[src/rtl/btn_conditioner.sv]
// btn_conditioner
//
// Multi-channel push-button conditioner. Each raw button is passed through a
// two-flop synchronizer and then debounced by a per-channel four-state FSM with
// a stability counter. Each channel produces a clean level and a one-cycle
// press pulse. It can also produce a one-cycle release pulse.
//
// Optional feature: define BTN_COND_RELEASE_EN to build the btn_release port
// and its pulse flops. When the macro is undefined, the port and flops are
// absent and all other behaviour is unchanged.
//
// Parameters
//   N         : number of button channels (1..8)
//   DB_CYCLES : cycles the synchronized input must stay stable (2..2^24-1)
//
// Ports
//   clk         : system clock
//   reset       : asynchronous, active-high reset
//   btn_raw     : raw bouncy button inputs, bit i is channel i
//   btn_level   : debounced level per channel
//   btn_press   : one-cycle pulse on each accepted 0->1 transition
//   btn_release : one-cycle pulse on each accepted 1->0 transition (optional)

module btn_conditioner #(
    parameter int unsigned N         = 2,
    parameter int unsigned DB_CYCLES = 2000000
) (
    input  logic         clk,
    input  logic         reset,
    input  logic [N-1:0] btn_raw,
    output logic [N-1:0] btn_level,
    output logic [N-1:0] btn_press
`ifdef BTN_COND_RELEASE_EN
    ,
    output logic [N-1:0] btn_release
`endif
);

    localparam int unsigned CntW = (DB_CYCLES > 1) ? $clog2(DB_CYCLES) : 1;
    localparam logic [CntW-1:0] CntMax = CntW'(DB_CYCLES - 1);

    typedef enum logic [1:0] {
        StLow,
        StWaitHigh,
        StHigh,
        StWaitLow
    } state_e;

    // Two-flop synchronizer. The FSMs only ever look at s2_q.
    logic [N-1:0] s1_q;
    logic [N-1:0] s2_q;

    always_ff @(posedge clk or posedge reset) begin
        if (reset) begin
            s1_q <= '0;
            s2_q <= '0;
        end else begin
            s1_q <= btn_raw;
            s2_q <= s1_q;
        end
    end

    for (genvar i = 0; i < N; i++) begin : g_ch
        state_e          state_q, state_d;
        logic [CntW-1:0] cnt_q, cnt_d;
        logic            press_q, press_d;
`ifdef BTN_COND_RELEASE_EN
        logic            release_q, release_d;
`endif

        always_comb begin
            state_d = state_q;
            cnt_d   = cnt_q;
            press_d = 1'b0;
`ifdef BTN_COND_RELEASE_EN
            release_d = 1'b0;
`endif
            unique case (state_q)
                StLow: begin
                    if (s2_q[i]) begin
                        state_d = StWaitHigh;
                        cnt_d   = '0;
                    end
                end
                StWaitHigh: begin
                    if (!s2_q[i]) begin
                        // Glitch: back to LOW with no pulse.
                        state_d = StLow;
                        cnt_d   = '0;
                    end else if (cnt_q == CntMax) begin
                        state_d = StHigh;
                        cnt_d   = '0;
                        press_d = 1'b1;
                    end else begin
                        cnt_d = cnt_q + CntW'(1);
                    end
                end
                StHigh: begin
                    if (!s2_q[i]) begin
                        state_d = StWaitLow;
                        cnt_d   = '0;
                    end
                end
                StWaitLow: begin
                    if (s2_q[i]) begin
                        state_d = StHigh;
                        cnt_d   = '0;
                    end else if (cnt_q == CntMax) begin
                        state_d = StLow;
                        cnt_d   = '0;
`ifdef BTN_COND_RELEASE_EN
                        release_d = 1'b1;
`endif
                    end else begin
                        cnt_d = cnt_q + CntW'(1);
                    end
                end
                default: begin
                    state_d = StLow;
                    cnt_d   = '0;
                end
            endcase
        end

        always_ff @(posedge clk or posedge reset) begin
            if (reset) begin
                state_q <= StLow;
                cnt_q   <= '0;
                press_q <= 1'b0;
            end else begin
                state_q <= state_d;
                cnt_q   <= cnt_d;
                press_q <= press_d;
            end
        end

`ifdef BTN_COND_RELEASE_EN
        always_ff @(posedge clk or posedge reset) begin
            if (reset) begin
                release_q <= 1'b0;
            end else begin
                release_q <= release_d;
            end
        end

        assign btn_release[i] = release_q;
`endif

        // The level has already been accepted once the FSM leaves WAIT_HIGH.
        // It holds until a release is accepted.
        assign btn_level[i] = (state_q == StHigh) || (state_q == StWaitLow);
        assign btn_press[i] = press_q;
    end

endmodule

[config.mk]
export PLATFORM = sky130hd
export DESIGN_NAME = btn_conditioner
export DESIGN_NICKNAME = d
export VERILOG_FILES = /design/src/rtl/btn_conditioner.sv
export SDC_FILE = /design/constraint.sdc
export NUM_CORES = 1
export LEC_CHECK = 0
export CAP_MARGIN = 25
export CORE_MARGIN = 8
export CORE_UTILIZATION = 40
export CTS_CLUSTER_SIZE = 30
export DETAILED_ROUTE_END_ITERATION = 10
export GPL_TIMING_DRIVEN = 0
export SYNTH_ARGS = -nofsm -noshare
export SYNTH_HDL_FRONTEND = slang
export SYNTH_SLANG_ARGS = --single-unit
[constraint.sdc]
create_clock -name clk -period 2 [get_ports clk]
set_input_delay 0.3 -clock clk [delete_from_list [all_inputs] [get_ports clk]]
set_output_delay 0.3 -clock clk [all_outputs]
set_load 0.05 [all_outputs]
==> results.toml <==
[sta]
rsz0062_at_grt = "yes"
min_period_ns = 2.08
max_slew_margin_pct = 45.4
setup_slack_ns = -0.0803
hold_viol = 0
fmax_mhz = 481
setup_viol = 4
finalSetupTns_ns = -0.136
slew_viol_final = 0
worst-slew-pin-transition_ns = 0.816
finClkSkew_ns = 0.00788
period_share_pct = 104
holdWs_ns = 0.238

[cells_and_area]
final_layout_size_suffix_gt1_share_pct = 24.2
nets = 319
ff_latch_area_um2 = 1300
multi_input_area_um2 = 1490
syn_to_final_growth_pct = 19.7
diodes = 0
fill_cells = 618

[detailed_routing]
postRouteAntennaNets = 0
wl_per_cell_um = 15.0
via_per_inst = 5.50
drc = 0
drt_iter0_drc = 89
drtPass1Iterations = 5
vias = 2256
routed_wl_mm = 6.17

[setup_path]
reg2reg_depth = 6
critPathRequiredTime_ns = 2.24
crit_top_cell = "nand3_1"
cp_cell_sequence = "ha_1 > nand3_4 > nor4_1 > nand3_1 > or3_1 > nand3_1"
crit_type = "reg2reg"
endpoint_kind = "flop"
cpMaxStageDelayCell = "nor4_1"
slowest_delay_ns = 0.60
crit_fanout = 6
cp-start-kind = "flop"
rr_endpoint = "g_ch[0].cnt_q[14]"
ff2ff_setup_slack_ns = -0.08
r2r-start = "g_ch[0].cnt_q[0]"
arrival_ns = 2.32

[yosys]
seq_area_frac_synth_pct = 46.4
synth.distinct_cells = 51
synthArstFlopShare_pct = 100
synth_edf_count = 0
synthFlopType = "dfrtp_1"
ys_ff_latch = 52
yosysWarnings = 0
syn_area_per_cell_um2 = 9.69
syn_inst = 289
synth_area_um2 = 2800
syn-num-nets = 295

[cts]
htree_levels = 2
cts_buffer_depth = 2
cts_hold_buf = 0
clk_pin_slew_ns = 0.10
cts_tree = "yes"
clk_latency_ns = 0.30
cts.sink_count = 52
cts-root-buf = "clkbuf_8"
cts_made_buffers = 5

[run]
max_cap_violations = 0

[global_routing]
grt_max_degree = 42
antenna_found_initial = 0
grt_pass1_vias = 2157
grt_first_pass_wirelength_mm = 10.3
grt_overflow_total = 0
grt_usage_pct = 12.7

[floorplan]
dieWidth_um = 99.7
std_cell_rows = 30
dieArea_um2 = 9940
start_util_pct = 41.2
die_h_um = 99.7
ios = 8
coreArea_um2 = 6790

[status]
violations = "negative setup slack"
outcome = "complete, but fails checks"

[power_and_ir_drop]
comb_power_share_pct = 28.0
seqPwrFrac_pct = 48.0
pwr-share-clk_pct = 23.9
power_density_nw_per_um2 = 754
p_leak_nw = 1.43
swShare_pct = 33.9
ir_drop_v = 0.000506
switching_power_mw = 0.857
finalPower_mw = 2.53
intPower_mw = 1.67

[hold_path]
hp-class = "in2async"

[place]
io_buffer_count = 7
gp_congestion = 0.862
dp_hpwl_mm = 4.14
==> synthesized netlist by cell type (all sizes together) (4+ instances only) <==
| cell | instances | share of area (%) |
|---|---|---|
| a21o | 10 | 2.7 |
| a21oi | 17 | 3.3 |
| a22o | 8 | 2.5 |
| a31oi | 24 | 5.4 |
| a41oi | 4 | 1.3 |
| buf | 11 | 3.5 |
| clkbuf | 5 | 0.71 |
| dfrtp | 52 | 46 |
| inv | 11 | 1.5 |
| nand2 | 31 | 4.2 |
| nand3 | 21 | 3.9 |
| nand4 | 8 | 2.0 |
| nor2 | 14 | 1.9 |
| nor3 | 8 | 2.2 |
| nor4 | 6 | 2.9 |
| o21ai | 19 | 3.4 |
| or3 | 5 | 1.1 |
==> logic make-up (layout without fill, tap and decap cells) <==
group | count (synthesis) | after routing | share of synthesized area, %
simple gates | 113 | 113 | 24.2
compound gates | 88 | 88 | 20.4
flops | 52 | 52 | 46.4
buf+inv | 27 | 52 | 5.72
xor+xnor | 5 | 5 | 1.56
fa+ha+maj | 2 | 2 | 0.893
mux | 2 | 2 | 0.804
==> flip-flops by register name, indices dropped and copies added, names as in the netlist, named ones only <==
register / flops
s1_q: 2
s2_q: 2
g_ch.press_q: 2
g_ch.state_q: 2
g_ch.cnt_q: 42
==> how the worst max path moves through the flow <==
stage,start,to,slack (ns),depth (start not counted)
detailed placement,g_ch[1].cnt_q[1],g_ch[1].cnt_q[19],-0.08,8
global route,g_ch[0].cnt_q[0],g_ch[0].cnt_q[14],-0.14,6
floorplan,g_ch[1].cnt_q[0],g_ch[1].cnt_q[12],0.14,7
finish,g_ch[0].cnt_q[0],g_ch[0].cnt_q[14],-0.08,6
CTS,g_ch[1].cnt_q[1],g_ch[1].cnt_q[19],0.0004,8
global placement,reset,s1_q[1],-0.62,2
==> metrics by stage <==
step	cell area (um2)	utilization (%)	instances	setup WS, ns
finish	3350	49.4	410	-0.0803
global route	3350	49.4	410	-0.137
CTS	3120	46.0	401	0.000417
detailed placement	3010	44.3	393	-0.0808
global placement	2990	44.0	392	-0.621
floorplan	2800	-	289	0.144
==> power groups by stage <==
stage / Combinational [mW] / Clock, mW / Sequential, mW
floorplan: 0.433 / 0 / 1.20
global placement: 0.569 / 0 / 1.22
detailed placement: 0.582 / 0 / 1.22
CTS: 0.587 / 0.650 / 1.20
global route: 0.776 / 0.683 / 1.23
finish: 0.708 / 0.605 / 1.21
==> cells in the final DEF, fill, tap and decap left out, types with 3 or more instances in the layout <==
master	n
a21oi_2	9
o21ai_1	5
clkbuf_8	5
inv_1	10
a31oi_1	23
a21oi_1	6
or2b_2	3
dfrtp_1	50
nand4_1	7
clkdlybuf4s50_1	7
or3_1	5
a22o_1	8
nor3_4	3
a41oi_1	4
a21o_1	9
nor4_4	3
nor4_1	3
buf_4	9
buf_6	5
xor2_1	3
o21ai_0	12
nor3_2	3
clkbuf_1	4
nand2_1	30
nor2_1	13
nand3_1	18
==> metal layers <==
layer,vias up,wire length (um),global-route usage (%)
li1,1123,-,-
met2,44,3130,20.8
met3,4,197,3.42
met5,-,0,0
met4,0,38,3.73
met1,1085,2800,15.9
==> critical path, delay by kind of cell, from the launching register on <==
kind | cells | cell delay [ns]
adders and majority gates | 1 | 0.26
DFF | 1 | 0.41
and+or+nand+nor | 5 | 1.36
==> area by class of cell <==
| class | count | share of cell area (%) |
|---|---|---|
| Timing Repair Buffer | 17 | 5.15 |
| Clock buffer | 5 | 2.05 |
| Tap cell | 96 | 3.58 |
| Buffer | 16 | 3.88 |
| Multi-Input combinational cell | 210 | 44.6 |
| Clock inverter | 3 | 0.672 |
| Inverter | 11 | 1.23 |
| Sequential cell | 52 | 38.9 |
==> what timing repair did <==
item | CTS | global route
cloned | 0 | 2
resized for setup | 4 | 37
pin swaps | 0 | 13
endpoints found under the setup margin | 27 | 35
buffers inserted | 0 | 7
Power figures use the tool's default switching activity.
